`src/rtl/mul_pkg.sv`:
```
// rtl/mul_pkg.sv - shared types and defaults for the sequential Booth multiplier
package mul_pkg;

  localparam int MUL_WIDTH = 32;
  localparam int MUL_CNT_W = 6;

  typedef enum logic [1:0] {
    ST_IDLE = 2'b00,
    ST_CALC = 2'b01,
    ST_DONE = 2'b10
  } state_e;

  typedef enum logic [1:0] {
    OP_NOP = 2'b00,
    OP_ADD = 2'b01,
    OP_SUB = 2'b10
  } booth_op_e;

  // Radix-2 Booth recoding of the {Q[0], q_1} pair.
  function automatic booth_op_e booth_decode(input logic q0, input logic q_1);
    case ({q0, q_1})
      2'b01:   return OP_ADD;
      2'b10:   return OP_SUB;
      default: return OP_NOP;
    endcase
  endfunction

endpackage

```
`src/rtl/add_sub_32.sv`:
```
// rtl/add_sub_32.sv - 32-bit adder/subtractor, mode 0 = a+b, mode 1 = a-b
module add_sub_32 (
  input  logic [31:0] a,
  input  logic [31:0] b,
  input  logic        mode,
  output logic [31:0] result,
  output logic        carry_out
);

  logic [31:0] b_eff;

  assign b_eff = mode ? ~b : b;
  assign {carry_out, result} = {1'b0, a} + {1'b0, b_eff} + {32'd0, mode};

endmodule

```
`src/rtl/booth_step_32.sv`:
```
// rtl/booth_step_32.sv - one combinational Booth iteration: add/sub, sign repair, arithmetic shift
module booth_step_32
  import mul_pkg::*;
(
  input  logic [31:0] a_i,
  input  logic [31:0] q_i,
  input  logic        q_1_i,
  input  logic [31:0] m_i,
  output logic [31:0] a_next_o,
  output logic [31:0] q_next_o,
  output logic        q_1_next_o
);

  booth_op_e   op;
  logic        mode;
  logic [31:0] sum;
  logic        cout;
  logic        b_msb;
  logic        ovf;
  logic [31:0] s;
  logic        true_sign;

  assign op   = booth_decode(q_i[0], q_1_i);
  assign mode = (op == OP_SUB);

  add_sub_32 u_add_sub (
    .a        (a_i),
    .b        (m_i),
    .mode     (mode),
    .result   (sum),
    .carry_out(cout)
  );

  // Carry into the MSB differs from the carry out exactly when the signed sum overflowed.
  assign b_msb = mode ? ~m_i[31] : m_i[31];
  assign ovf   = (sum[31] ^ a_i[31] ^ b_msb) ^ cout;

  always_comb begin
    s         = a_i;
    true_sign = a_i[31];
    if (op != OP_NOP) begin
      s         = sum;
      true_sign = sum[31] ^ ovf;
    end
  end

  assign a_next_o   = {true_sign, s[31:1]};
  assign q_next_o   = {s[0], q_i[31:1]};
  assign q_1_next_o = q_i[0];

endmodule

```
`src/rtl/booth_mult_seq_32.sv`:
```
// rtl/booth_mult_seq_32.sv - sequential radix-2 Booth multiplier with start/busy/done handshake
module booth_mult_seq_32
  import mul_pkg::*;
#(
  parameter int WIDTH = MUL_WIDTH,
  parameter int CNT_W = MUL_CNT_W
) (
  input  logic                 clk,
  input  logic                 rst_n,
  input  logic                 start,
  input  logic [WIDTH-1:0]     multiplicand,
  input  logic [WIDTH-1:0]     multiplier,
  output logic                 busy,
  output logic                 done,
  output logic [2*WIDTH-1:0]   product
);

  localparam logic [CNT_W-1:0] LAST_ITER = CNT_W'(WIDTH - 1);

  state_e               state_q;
  logic [WIDTH-1:0]     a_q, q_q, m_q;
  logic                 q1_q;
  logic [CNT_W-1:0]     cnt_q;
  logic [2*WIDTH-1:0]   product_q;
  logic                 busy_q, done_q;

  logic [WIDTH-1:0]     a_d, q_d;
  logic                 q1_d;

  booth_step_32 u_step (
    .a_i       (a_q),
    .q_i       (q_q),
    .q_1_i     (q1_q),
    .m_i       (m_q),
    .a_next_o  (a_d),
    .q_next_o  (q_d),
    .q_1_next_o(q1_d)
  );

  always_ff @(posedge clk) begin
    if (!rst_n) begin
      state_q   <= ST_IDLE;
      a_q       <= '0;
      q_q       <= '0;
      q1_q      <= 1'b0;
      m_q       <= '0;
      cnt_q     <= '0;
      product_q <= '0;
      busy_q    <= 1'b0;
      done_q    <= 1'b0;
    end else begin
      case (state_q)
        ST_IDLE: begin
          if (start) begin
            a_q     <= '0;
            q_q     <= multiplier;
            q1_q    <= 1'b0;
            m_q     <= multiplicand;
            cnt_q   <= '0;
            busy_q  <= 1'b1;
            state_q <= ST_CALC;
          end
        end
        ST_CALC: begin
          a_q   <= a_d;
          q_q   <= q_d;
          q1_q  <= q1_d;
          cnt_q <= cnt_q + 1'b1;
          // The final iteration's result goes straight into product on the same edge.
          if (cnt_q == LAST_ITER) begin
            product_q <= {a_d, q_d};
            done_q    <= 1'b1;
            state_q   <= ST_DONE;
          end
        end
        ST_DONE: begin
          done_q  <= 1'b0;
          busy_q  <= 1'b0;
          state_q <= ST_IDLE;
        end
        default: begin
          done_q  <= 1'b0;
          busy_q  <= 1'b0;
          state_q <= ST_IDLE;
        end
      endcase
    end
  end

  assign busy    = busy_q;
  assign done    = done_q;
  assign product = product_q;

endmodule

```
`config.mk`:
```
export PLATFORM = sky130hd
export DESIGN_NAME = booth_mult_seq_32
export DESIGN_NICKNAME = d
export VERILOG_FILES = /design/src/rtl/mul_pkg.sv /design/src/rtl/add_sub_32.sv /design/src/rtl/booth_step_32.sv /design/src/rtl/booth_mult_seq_32.sv
export SDC_FILE = /design/constraint.sdc
export NUM_CORES = 1
export LEC_CHECK = 0
export ABC_AREA = 1
export CORE_UTILIZATION = 55
export CTS_CLUSTER_DIAMETER = 100
export CTS_CLUSTER_SIZE = 12
export DETAILED_ROUTE_END_ITERATION = 10
export GPL_TIMING_DRIVEN = 0
export PLACE_DENSITY = 0.81
export SKIP_CTS_REPAIR_TIMING = 1
export SLEW_MARGIN = 25
export SYNTH_ARGS = -nofsm -noshare
export SYNTH_HDL_FRONTEND = slang
export SYNTH_SLANG_ARGS = --single-unit
export TNS_END_PERCENT = 20
```
`constraint.sdc`:
```
create_clock -name clk -period 3.5 [get_ports clk]
set_clock_uncertainty 0.15 [all_clocks]
set_input_delay 0.7 -clock clk [delete_from_list [all_inputs] [get_ports clk]]
set_output_delay 0.7 -clock clk [all_outputs]
set_load 0.005 [all_outputs]
```
# After elaboration in Yosys (flattened, before gate mapping)

Index checks and enable logic that the tools add are counted.

Flip-flop bits (word level): 171
Word-level logic and storage cells: 56
Memories: 0
Bits in read-only memories: 0
Bits of input ports: 67
Memory bits (writable): 0
Bits in latches: 0
Output and inout port bits: 66

Div/mod/pow operators: 0
Multiplexer cells: 20
Shifts and indexed selects: 0
Add/subtract/negate cells: 3
Reductions and logical operators: 9
$lt $le $gt $ge: 0
$mul: 0
Equal/unequal tests: 7
Bitwise operators: 8

Operator list:

| operator                                            | number |
|---|---|
| 2-to-1 mux 32 bit                                   | 4 |
| case mux 32 bit (2 select lines)                    | 2 |
| adder 32 x 32 -> 33 bit                             | 1 |
| adder 33 x 1 -> 33 bit                              | 1 |
| NOT 32 bit                                          | 1 |
| case mux 6 bit (2 select lines)                     | 1 |
| AND reduction 2 bit                                 | 6 |
| case mux 2 bit (2 select lines)                     | 2 |
| adder 6 x 1 -> 6 bit, second input constant         | 1 |
| equality test 6 x 5 -> 1 bit, second input constant | 1 |
| 2-to-1 mux 6 bit                                    | 1 |
| case mux 1 bit (2 select lines)                     | 3 |
| 2-to-1 mux 1 bit                                    | 5 |
| equality test 2 x 1 -> 1 bit, second input constant | 2 |
| equality test 2 bit, second input constant          | 2 |
| 2-to-1 mux 2 bit                                    | 2 |
| inequality test 2 bit, second input constant        | 2 |
| nonzero test 2 bit                                  | 2 |
| bitwise XOR 1 bit                                   | 4 |
| NOT 1 bit                                           | 3 |
| logical NOT 2 bit                                   | 1 |

# Longest topological paths before layout

Gate-level depths: netlist (run 1).

Depth after elaboration: 12
Depth in mapped cells: 20

# By module

Synthesis (run 1) repeated with hierarchy kept, for this count alone.

Cell total of the unflattened synthesis: 1,477
Area, all modules: 9,893.2 sq um

By module, submodules not included:

| module            | instances | cells an instance | area each (sq um) |
|---|---|---|---|
| booth_mult_seq_32 | 1         | 843               | 6,556.3 |
| add_sub_32        | 1         | 484               | 2,627.5 |
| booth_step_32     | 1         | 150               | 709.4 |

# Worst setup path after synthesis (run 1)

OpenSTA, ideal clock, no wires.

Path type: register to register
Start point: register q1_q
End point: register product_q[61] (netlist: product[61])
Stages on the path, launching flop included: 21
Library setup time: 0.109 ns
Slack: 0.683 ns
Data arrival time: 2.558 ns
Path through: dfxtp_1 -> inv_1 -> ha_1 -> buf_2 -> clkbuf_1 -> xor2_1 -> fa_1 -> nand3_1 -> nand2_1 -> nand3_1 -> nand2_1 -> nand2_1 -> nand2_1 -> nand2_1 -> nand2_1 -> nand2_1 -> nand3_1 -> nand2_1 -> nand2_1 -> nand2_1 -> inv_1

Cells in the longest elaborated chain, start to end: 7

Ends and longest elaborated chain:

| item                                                                       | RTL line                | text |
|---|---|---|
| start: declaration                                                         | booth_mult_seq_32.sv:22 | `logic q1_q;` |
| start signal: assignment                                                   | booth_mult_seq_32.sv:67 | `q1_q <= q1_d;` |
| equality test 2 bit / equality test 2 x 1 -> 1 bit (equally long branches) | mul_pkg.sv:21           | `case ({q0, q_1})` |
| case mux 2 bit (2 select lines) (*)                                        | mul_pkg.sv:21           |  |
| equality test 2 bit                                                        | booth_step_32.sv:24     | `assign mode = (op == OP_SUB);` |
| 2-to-1 mux 32 bit                                                          | add_sub_32.sv:12        | `assign b_eff = mode ? ~b : b;` |
| adder 32 x 32 -> 33 bit                                                    | add_sub_32.sv:13        | `assign {carry_out, result} = {1'b0, a} + {1'b0, b_eff} + {32'd0, mode};` |
| adder 33 x 1 -> 33 bit                                                     | add_sub_32.sv:13        |  |
| 2-to-1 mux 32 bit (*)                                                      | booth_step_32.sv:41     | `if (op != OP_NOP) begin` |
| end signal: assignment                                                     | booth_mult_seq_32.sv:71 | `product_q <= {a_d, q_d};` |
| end: declaration                                                           | booth_mult_seq_32.sv:24 | `logic [2*WIDTH-1:0] product_q;` |

Mark *: on every way between the ends. The rest lies on a longest branch, timed or not.
A chain may end at the register's enable or synchronous reset.

# Worst setup path in the final report (run 1)

Start point: register q_q[0]
End point: register product_q[61] (netlist: product[61])

Cells in the longest elaborated chain, start to end: 7

Ends and longest elaborated chain:

| item                                                                       | RTL line                | text |
|---|---|---|
| start: declaration                                                         | booth_mult_seq_32.sv:21 | `logic [WIDTH-1:0] a_q, q_q, m_q;` |
| start signal: assignment                                                   | booth_mult_seq_32.sv:56 | `q_q <= multiplier;` |
| start signal: assignment                                                   | booth_mult_seq_32.sv:66 | `q_q <= q_d;` |
| equality test 2 bit / equality test 2 x 1 -> 1 bit (equally long branches) | mul_pkg.sv:21           |  |
| case mux 2 bit (2 select lines) (*)                                        | mul_pkg.sv:21           |  |
| equality test 2 bit                                                        | booth_step_32.sv:24     |  |
| 2-to-1 mux 32 bit                                                          | add_sub_32.sv:12        |  |
| adder 32 x 32 -> 33 bit                                                    | add_sub_32.sv:13        |  |
| adder 33 x 1 -> 33 bit                                                     | add_sub_32.sv:13        |  |
| 2-to-1 mux 32 bit (*)                                                      | booth_step_32.sv:41     |  |

Marks and branches as above.

==> flow_summary.html, run 1 <==
<table>
<tr><th>Metric</th><th>Value</th></tr>
<tr><th colspan="2">Status</th></tr>
<tr><td>Run status</td><td>finished, final reports clean</td></tr>
<tr><th colspan="2">Min path</th></tr>
<tr><td>Worst Hold Path EP</td><td>done</td></tr>
<tr><td>Classification of the worst-slack hold path</td><td>flop to flop</td></tr>
<tr><td>HP Start</td><td>done</td></tr>
<tr><td>Worst hold path depth</td><td>2</td></tr>
<tr><th colspan="2">Synth</th></tr>
<tr><td>Cell types with the largest area share after synthesis</td><td>sky130_fd_sc_hd__dfxtp_1, sky130_fd_sc_hd__nand2_1, sky130_fd_sc_hd__nand3_1</td></tr>
<tr><td>Synth Cell Area</td><td>around 9000 sq um</td></tr>
<tr><td>Share of the synthesized area in the top cell type</td><td>38.0%</td></tr>
<tr><td>Number of warnings issued by yosys</td><td>0</td></tr>
<tr><td>Avg Cell Area, Syn</td><td>6.87 sq um</td></tr>
<tr><td>Async set or reset register ratio after synthesis</td><td>0%</td></tr>
<tr><td>Post-synthesis cell type count</td><td>39</td></tr>
<tr><td>Cell type with the highest aggregate area in the netlist</td><td>sky130_fd_sc_hd__dfxtp_1</td></tr>
<tr><td>Number of enable-type register cells in the synthesized netlist</td><td>0</td></tr>
<tr><td>Post-Syn Instances</td><td>between 1000 and 1500</td></tr>
<tr><td>Synthesized Nets</td><td>between 1000 and 1500</td></tr>
<tr><td>Number of flip-flops and latches in the synthesized netlist</td><td>approximately 170</td></tr>
<tr><td>Post-synthesis sequential area ratio</td><td>38.0%</td></tr>
<tr><td>Most common flop cell mapped by yosys</td><td>sky130_fd_sc_hd__dfxtp_1</td></tr>
<tr><th colspan="2">Detailed routing</th></tr>
<tr><td>Antenna-violating nets left</td><td>0</td></tr>
<tr><td>DRC marker count from the first detailed-route iteration</td><td>853</td></tr>
<tr><td>Vias post-DR</td><td>~9400</td></tr>
<tr><td>Number of remaining DRC errors</td><td>0</td></tr>
<tr><td>Number of detailed-route iterations in the first pass</td><td>7</td></tr>
<tr><td>Routed length per placed instance</td><td>around 17 microns</td></tr>
<tr><td>DRT Wirelength</td><td>29400 microns</td></tr>
<tr><td>Vias per cell</td><td>approximately 5.6</td></tr>
<tr><th colspan="2">Timing</th></tr>
<tr><td>Final setup violation count</td><td>0</td></tr>
<tr><td>Period minus WS final</td><td>3.41 ns</td></tr>
<tr><td>RSZ-0062 raised after global routing</td><td>no</td></tr>
<tr><td>Share of the clock period used by the worst path after layout</td><td>a little over nine tenths</td></tr>
<tr><td>Achievable clock frequency</td><td>~290 MHz</td></tr>
<tr><td>Count of pins over their slew limit</td><td>0</td></tr>
<tr><td>Slew @ Worst Pin</td><td>0.740 ns</td></tr>
<tr><td>Hold Fails Final Rpt</td><td>0</td></tr>
<tr><td>Final sum of negative setup slack</td><td>0 ns</td></tr>
<tr><td>Headroom to the max-slew limit</td><td>50.7%</td></tr>
<tr><th colspan="2">Critical path</th></tr>
<tr><td>Max Fanout on Critical Path</td><td>10</td></tr>
<tr><td>Total buffers and inverters traversed by the critical path</td><td>4</td></tr>
<tr><td>Top Family by Delay on Critical Path</td><td>compound AO/OA/AOI/OAI gates</td></tr>
<tr><td>Max stage delay on crit path</td><td>between 0.3 and 0.4 ns</td></tr>
<tr><td>Reg-to-reg slack, setup</td><td>0.09 ns</td></tr>
<tr><td>Cell breakdown of the critical path</td><td>ha_1 &gt; buf_2 &gt; buf_2 &gt; xor2_1 &gt; ha_1 &gt; a21oi_1 &gt; o21ai_0 &gt; inv_1 &gt; nand2_1 &gt; a21oi_1 &gt; nand2_1 &gt; nand2_1 &gt; nand3_1 &gt; nand2_1 &gt; nand2_1 &gt; nand2_1 &gt; inv_1</td></tr>
<tr><td>Worst-case reg-to-reg path depth</td><td>17</td></tr>
<tr><td>Class of the most critical setup path</td><td>flop to flop</td></tr>
<tr><td>Required time of the critical path</td><td>approximately 3.7 ns</td></tr>
<tr><td>Worst Setup End Kind</td><td>flop</td></tr>
<tr><td>Endpoint arrival time on the critical path</td><td>between 3 and 4 ns</td></tr>
<tr><td>Critical path's most frequent cell</td><td>sky130_fd_sc_hd__nand2_1</td></tr>
<tr><td>Reg-to-Reg End</td><td>product[61]</td></tr>
<tr><td>Crit path max-delay cell type</td><td>sky130_fd_sc_hd__buf_2</td></tr>
<tr><td>R2r startpoint</td><td>q_q[0]</td></tr>
<tr><td>Type of origin of the critical path</td><td>flop</td></tr>
<tr><th colspan="2">Global route</th></tr>
<tr><td>All-layer global routing usage</td><td>between 30% and 40%</td></tr>
<tr><td>Initial antenna violation count</td><td>0</td></tr>
<tr><td>Global-route wire length before repair</td><td>44500 microns</td></tr>
<tr><td>Maximum number of pins on one net before global-route repair</td><td>21</td></tr>
<tr><td>Total grt overflow</td><td>0</td></tr>
<tr><td>Via count of the first global-routing pass</td><td>8591</td></tr>
<tr><th colspan="2">Die</th></tr>
<tr><td>Cell Rows</td><td>between 40 and 50</td></tr>
<tr><td>Core footprint</td><td>15900 sq um</td></tr>
<tr><td>Overall die area</td><td>around 17000 sq um</td></tr>
<tr><td>Die extent in y</td><td>130 microns</td></tr>
<tr><td>Floorplan die width</td><td>~130 microns</td></tr>
<tr><td>I/O pin total</td><td>133</td></tr>
<tr><td>Initial core utilization</td><td>approximately 57%</td></tr>
<tr><th colspan="2">Flow run</th></tr>
<tr><td>Maxcap violations</td><td>0</td></tr>
<tr><th colspan="2">Cells and area</th></tr>
<tr><td>Final layout net count</td><td>1564</td></tr>
<tr><td>Commonest non-fill, non-tap cell in the layout</td><td>sky130_fd_sc_hd__nand2_1</td></tr>
<tr><td>Filler Cell Count</td><td>about 1400</td></tr>
<tr><td>Share of post-route cells with drive strength above 1</td><td>5.76%</td></tr>
<tr><td>Non-filler cells in the finished layout</td><td>about 1700</td></tr>
<tr><td>Most frequent cells in the layout</td><td>sky130_fd_sc_hd__nand2_1, sky130_fd_sc_hd__dfxtp_1, sky130_fd_sc_hd__nand3_1, sky130_fd_sc_hd__inv_1, sky130_fd_sc_hd__clkdlybuf4s50_1</td></tr>
<tr><td>Synth-to-layout area growth</td><td>24.6%</td></tr>
<tr><td>N_diodes</td><td>0</td></tr>
<tr><th colspan="2">CTS</th></tr>
<tr><td>Clock buffer count from CTS</td><td>17</td></tr>
<tr><td>Clock tree from TritonCTS</td><td>yes</td></tr>
<tr><td>Number of buffers between clock root and the deepest sink</td><td>2</td></tr>
<tr><td>Register clock-pin slew on the reported worst setup and hold paths</td><td>approximately 0.08 ns</td></tr>
<tr><td>Clock latency on the worst-skew pair</td><td>0.45 ns</td></tr>
<tr><td>Library cell used as clock root buffer</td><td>sky130_fd_sc_hd__clkbuf_16</td></tr>
<tr><td>H-tree Lvls</td><td>4</td></tr>
<tr><td>Clock Sinks</td><td>171</td></tr>
<tr><th colspan="2">Power</th></tr>
<tr><td>Clock share of power</td><td>a little under two fifths</td></tr>
<tr><td>Internal power</td><td>approximately 3.4 mW</td></tr>
<tr><td>Combinational share of power</td><td>between 20% and 30%</td></tr>
<tr><td>Worst ir drop on vdd</td><td>0.389 mV</td></tr>
<tr><td>Leak</td><td>4.97 nW</td></tr>
<tr><td>Relative contribution of sequential cells to total power</td><td>a little over 40%</td></tr>
<tr><td>Switch Pwr</td><td>~1.7 mW</td></tr>
<tr><td>Power density over the cells</td><td>between 400 and 500 nW/um^2</td></tr>
<tr><td>Switching fraction of total power</td><td>around a third</td></tr>
<tr><th colspan="2">Placement</th></tr>
<tr><td>Count of placed standard cells including taps</td><td>between 1500 and 2000</td></tr>
<tr><td>Number of port buffers</td><td>about 130</td></tr>
<tr><td>RePlAce Congestion</td><td>roughly 1</td></tr>
<tr><td>Final HPWL DP</td><td>~22000 microns</td></tr>
</table>
[through the flow]
stage / utilization [%] / area (sq um) / setup WS, ns / hold WS [ns] / total power, mW
after floorplan: - / 9010 / 0.683 / 0.288 / 2.80
after global placement: 66.4 / 10600 / -0.148 / 0.300 / 3.11
after detailed placement: 66.4 / 10600 / -0.177 / 0.304 / 3.13
after CTS: 70.2 / 11200 / -0.202 / 0.319 / 5.06
after global routing: 70.4 / 11200 / 0.00769 / 0.339 / 5.26
final: 70.4 / 11200 / 0.0914 / 0.318 / 5.08
[sequential cells by signal, indices dropped and copies added (netlist names)]
| register | cells |
|---|---|
| m_q | 32 |
| product | 64 |
| q_q | 32 |
| q1_q | 1 |
| a_q | 32 |
| cnt_q | 6 |
| state_q | 2 |
| busy | 1 |
| done | 1 |
[per-layer routing]
| layer | part of all wire, % | global-route usage, % | wire length, microns |
|---|---|---|---|
| met4 | 2.7 | 14.0 | 788 |
| met3 | 7.5 | 5.66 | 2210 |
| met5 | 0 | 0 | 0 |
| met2 | 46 | 56.3 | 13400 |
| met1 | 44 | 47.3 | 13000 |
[power by group through the flow]
stage / Sequential (mW) / Combinational, mW / Clock (mW)
CTS: 2.09 / 1.01 / 1.96
floorplan: 2.12 / 0.676 / 0
global route: 2.10 / 1.14 / 2.02
detailed placement: 2.14 / 0.995 / 0
finish: 2.10 / 1.03 / 1.95
global placement: 2.13 / 0.981 / 0
[tightest hold or removal path, stage by stage (launching register included)]
cell,delay [ns]
sky130_fd_sc_hd__dfxtp_1,0.31
sky130_fd_sc_hd__inv_1,0.04
sky130_fd_sc_hd__o21ai_0,0.07
[kinds of logic after synthesis]
logic type	synth area share, %
and+or+nand+nor	29.3
adders and majority gates	4.81
AOI/OAI and AO/OA	15.2
xor gates and xnor gates	3.40
DFF	38.0
buffers and inverters	9.29
[area by class of cell]
class                   instances  area (sq um)  area share, %
multi-input cells             928          4760           42.4
flip-flops and latches        171          3420           30.5
repair buffers                132          1330           11.8
inverters                     148           556           4.95
clock buffers                  17           425           3.79
plain buffers                  65           288           2.56
well taps                     216           270           2.41
clock inverters                15           184           1.64
[worst max path at each step]
stage | start | end | slack [ns] | depth (start not counted)
2_1_floorplan | q1_q | product[61] | 0.68 | 20
3_3_place_gp | q_q[0] | a_q[11] | -0.15 | 16
3_5_place_dp | q_q[0] | a_q[11] | -0.18 | 16
4_1_cts | q_q[0] | a_q[11] | -0.20 | 16
5_1_grt | q1_q | a_q[11] | 0.008 | 18
6_report | q_q[0] | product[61] | 0.09 | 17
[Yosys cell counts (all sizes together), types with 4 or more instances]
cell type	n
clkbuf	45
o221ai	25
nand2	297
ha	33
or2	29
a221oi	4
a31oi	6
buf	20
nand3	157
inv	147
o21ai	99
a21oi	100
xor2	32
nor2	114
nor3	9
dfxtp	171
nand4	5
o21bai	4
No activity file was read; power rests on OpenSTA's default activity.
==> run 2, diff against run 1 <==
CELL_PAD_IN_SITES_DETAIL_PLACEMENT = 1   (was default)
CELL_PAD_IN_SITES_GLOBAL_PLACEMENT = 2   (was default)
CORE_UTILIZATION = 30   (was 55)
PLACE_DENSITY = default   (was 0.81)
PLACE_DENSITY_LB_ADDON = 0.1   (was default)
==> run 2 against run 1 <==
Effect of this change:
- fmax up 3.1%
- clock-buffer cell count unchanged
- sequential cell count is the same
- register-to-register slack better by 0.10 ns
- first-iteration DRC count down 59%
- critical path depth decreased by 1
- largest cell class unchanged
- largest power group unchanged
==> flow_summary.html, run 2 (synthesis results as in run 1) <==
<table>
<tr><th>Metric</th><th>Value</th></tr>
<tr><th colspan="2">Timing</th></tr>
<tr><td>Share of the clock period used by the worst path after layout</td><td>around 94%</td></tr>
<tr><td>Period minus WS final</td><td>~3.3 ns</td></tr>
<tr><td>Hold Fails Final Rpt</td><td>0</td></tr>
<tr><td>RSZ-0062 raised after global routing</td><td>no</td></tr>
<tr><td>Headroom to the max-slew limit</td><td>33.1%</td></tr>
<tr><td>Final sum of negative setup slack</td><td>0 ns</td></tr>
<tr><td>Achievable clock frequency</td><td>a little over 300 MHz</td></tr>
<tr><td>Final setup violation count</td><td>0</td></tr>
<tr><td>Slew @ Worst Pin</td><td>about 1.0 ns</td></tr>
<tr><td>Count of pins over their slew limit</td><td>0</td></tr>
<tr><th colspan="2">Power</th></tr>
<tr><td>Worst ir drop on vdd</td><td>between 0.3 and 0.4 mV</td></tr>
<tr><td>Power density over the cells</td><td>between 400 and 500 nW/um^2</td></tr>
<tr><td>Leak</td><td>approximately 5.0 nW</td></tr>
<tr><th colspan="2">CTS</th></tr>
<tr><td>H-tree Lvls</td><td>4</td></tr>
<tr><td>Clock buffer count from CTS</td><td>17</td></tr>
<tr><td>Number of buffers between clock root and the deepest sink</td><td>2</td></tr>
<tr><td>Clock tree from TritonCTS</td><td>yes</td></tr>
<tr><td>Library cell used as clock root buffer</td><td>sky130_fd_sc_hd__clkbuf_16</td></tr>
<tr><td>Clock Sinks</td><td>around 170</td></tr>
<tr><td>Register clock-pin slew on the reported worst setup and hold paths</td><td>0.07 ns</td></tr>
<tr><td>Clock latency on the worst-skew pair</td><td>around 0.47 ns</td></tr>
<tr><th colspan="2">Cells and area</th></tr>
<tr><td>Commonest non-fill, non-tap cell in the layout</td><td>sky130_fd_sc_hd__nand2_1</td></tr>
<tr><td>Max reg flops</td><td>64</td></tr>
<tr><td>N_diodes</td><td>0</td></tr>
<tr><td>Non-filler cells in the finished layout</td><td>between 1500 and 2000</td></tr>
<tr><td>Fraction of the core area covered by cells at the end of the flow</td><td>between 30% and 40%</td></tr>
<tr><td>Most frequent cells in the layout</td><td>sky130_fd_sc_hd__nand2_1, sky130_fd_sc_hd__dfxtp_1, sky130_fd_sc_hd__nand3_1, sky130_fd_sc_hd__inv_1, sky130_fd_sc_hd__clkdlybuf4s50_1</td></tr>
<tr><td>Final layout net count</td><td>1564</td></tr>
<tr><td>Synth-to-layout area growth</td><td>27.1%</td></tr>
<tr><td>Share of post-route cells with drive strength above 1</td><td>under 10%</td></tr>
<tr><th colspan="2">Flow run</th></tr>
<tr><td>Maxcap violations</td><td>0</td></tr>
<tr><th colspan="2">Die</th></tr>
<tr><td>Cell Rows</td><td>63</td></tr>
<tr><td>Initial core utilization</td><td>around 30%</td></tr>
<tr><td>Die extent in y</td><td>175 microns</td></tr>
<tr><td>I/O pin total</td><td>about 130</td></tr>
<tr><td>Overall die area</td><td>30700 sq um</td></tr>
<tr><td>Floorplan die width</td><td>175 microns</td></tr>
<tr><td>Core footprint</td><td>29600 sq um</td></tr>
<tr><th colspan="2">Critical path</th></tr>
<tr><td>Cell breakdown of the critical path</td><td>inv_1 &gt; ha_1 &gt; buf_2 &gt; clkbuf_4 &gt; buf_6 &gt; xor2_1 &gt; ha_1 &gt; nand2_1 &gt; o21ai_1 &gt; a21oi_1 &gt; nand2_1 &gt; nand2_1 &gt; nand3_1 &gt; nand3_1 &gt; nand3_1 &gt; a21oi_1</td></tr>
<tr><td>Crit path max-delay cell type</td><td>sky130_fd_sc_hd__ha_1</td></tr>
<tr><td>Type of origin of the critical path</td><td>flop</td></tr>
<tr><td>Class of the most critical setup path</td><td>flop to flop</td></tr>
<tr><td>Endpoint arrival time on the critical path</td><td>3.47 ns</td></tr>
<tr><td>Total buffers and inverters traversed by the critical path</td><td>4</td></tr>
<tr><td>Max Fanout on Critical Path</td><td>7</td></tr>
<tr><td>Max stage delay on crit path</td><td>0.40 ns</td></tr>
<tr><td>Required time of the critical path</td><td>between 3 and 4 ns</td></tr>
<tr><td>Worst Setup End Kind</td><td>flop</td></tr>
<tr><td>Top Family by Delay on Critical Path</td><td>simple AND/OR/NAND/NOR gates</td></tr>
<tr><th colspan="2">Placement</th></tr>
<tr><td>Number of port buffers</td><td>approximately 130</td></tr>
<tr><td>Final HPWL DP</td><td>between 20000 and 30000 microns</td></tr>
<tr><td>Count of placed standard cells including taps</td><td>between 1500 and 2000</td></tr>
<tr><td>RePlAce Congestion</td><td>about 0.86</td></tr>
<tr><th colspan="2">Global route</th></tr>
<tr><td>All-layer global routing usage</td><td>a little under a quarter</td></tr>
<tr><td>Global-route wire length before repair</td><td>between 50000 and 60000 microns</td></tr>
<tr><td>Initial antenna violation count</td><td>1</td></tr>
<tr><td>Via count of the first global-routing pass</td><td>~9400</td></tr>
<tr><td>Maximum number of pins on one net before global-route repair</td><td>19</td></tr>
<tr><td>Total grt overflow</td><td>0</td></tr>
<tr><th colspan="2">Status</th></tr>
<tr><td>Run status</td><td>finished, final reports clean</td></tr>
<tr><th colspan="2">Detailed routing</th></tr>
<tr><td>Routed length per placed instance</td><td>19.1 microns</td></tr>
<tr><td>Vias post-DR</td><td>just over 9000</td></tr>
<tr><td>Number of detailed-route iterations in the first pass</td><td>5</td></tr>
<tr><td>Vias per cell</td><td>between 4 and 5</td></tr>
<tr><td>Antenna-violating nets left</td><td>0</td></tr>
<tr><td>DRC marker count from the first detailed-route iteration</td><td>between 300 and 400</td></tr>
<tr><td>DRT Wirelength</td><td>approximately 36000 microns</td></tr>
<tr><td>Number of remaining DRC errors</td><td>0</td></tr>
<tr><th colspan="2">Min path</th></tr>
<tr><td>Classification of the worst-slack hold path</td><td>flop to flop</td></tr>
</table>
[run 2: layer usage]
layer | wire (microns) | vias up | GRT usage (%) | part of all wire [%]
met5 | 12 | - | 0 | 0.034
met4 | 524 | 2 | 6.34 | 1.5
met3 | 1260 | 24 | 4.29 | 3.5
met2 | 16800 | 151 | 40.1 | 47
met1 | 17100 | 4457 | 31.0 | 48
li1 | - | 4595 | - | -
[run 2: worst reg2reg max path, stage by stage (launching register included)]
cell,delay [ns]
sky130_fd_sc_hd__dfxtp_1,0.33
sky130_fd_sc_hd__inv_1,0.04
sky130_fd_sc_hd__ha_1,0.19
sky130_fd_sc_hd__buf_2,0.15
sky130_fd_sc_hd__clkbuf_4,0.19
sky130_fd_sc_hd__buf_6,0.17
sky130_fd_sc_hd__xor2_1,0.15
sky130_fd_sc_hd__ha_1,0.40
sky130_fd_sc_hd__nand2_1,0.22
sky130_fd_sc_hd__o21ai_1,0.32
sky130_fd_sc_hd__a21oi_1,0.10
sky130_fd_sc_hd__nand2_1,0.19
sky130_fd_sc_hd__nand2_1,0.17
sky130_fd_sc_hd__nand3_1,0.11
sky130_fd_sc_hd__nand3_1,0.11
sky130_fd_sc_hd__nand3_1,0.10
sky130_fd_sc_hd__a21oi_1,0.06
[run 2: final timing paths]
check	start	to	slack (ns)	cells past startpoint
max	q1_q	a_q[30]	0.20	16
min	q1_q	q1_q	0.32	2
max reg2reg	q1_q	a_q[30]	0.20	16
min reg2reg	q1_q	q1_q	0.32	2
[run 2: power by group]
group | leakage [nW] | internal, mW | switching [mW] | total, mW
Sequential | 1.39 | 2.03 | 0.0632 | 2.10
Combinational | 3.29 | 0.371 | 0.710 | 1.08
Clock | 0.279 | 0.949 | 0.966 | 1.92
[run 2: metrics by stage]
step,instance area (sq um),total power [mW],worst slack [ns],hold slack [ns]
finish,11500,5.09,0.195,0.320
global placement,10800,3.20,-0.462,0.300
detailed placement,10800,3.21,-0.387,0.308
floorplan,9010,2.80,0.683,0.288
CTS,11400,5.14,-0.419,0.318
global route,11500,5.35,0.000595,0.337
[run 2: final cells by class]
| type | count | area (sq um) |
|---|---|---|
| Tap cell | 390 | 488 |
| Clock inverter | 15 | 155 |
| Inverter | 148 | 556 |
| Fill cell | 3722 | 18100 |
| Sequential cell | 171 | 3420 |
| Buffer | 65 | 294 |
| Timing Repair Buffer | 132 | 1320 |
| Multi-Input combinational cell | 928 | 4790 |
| Clock buffer | 17 | 425 |
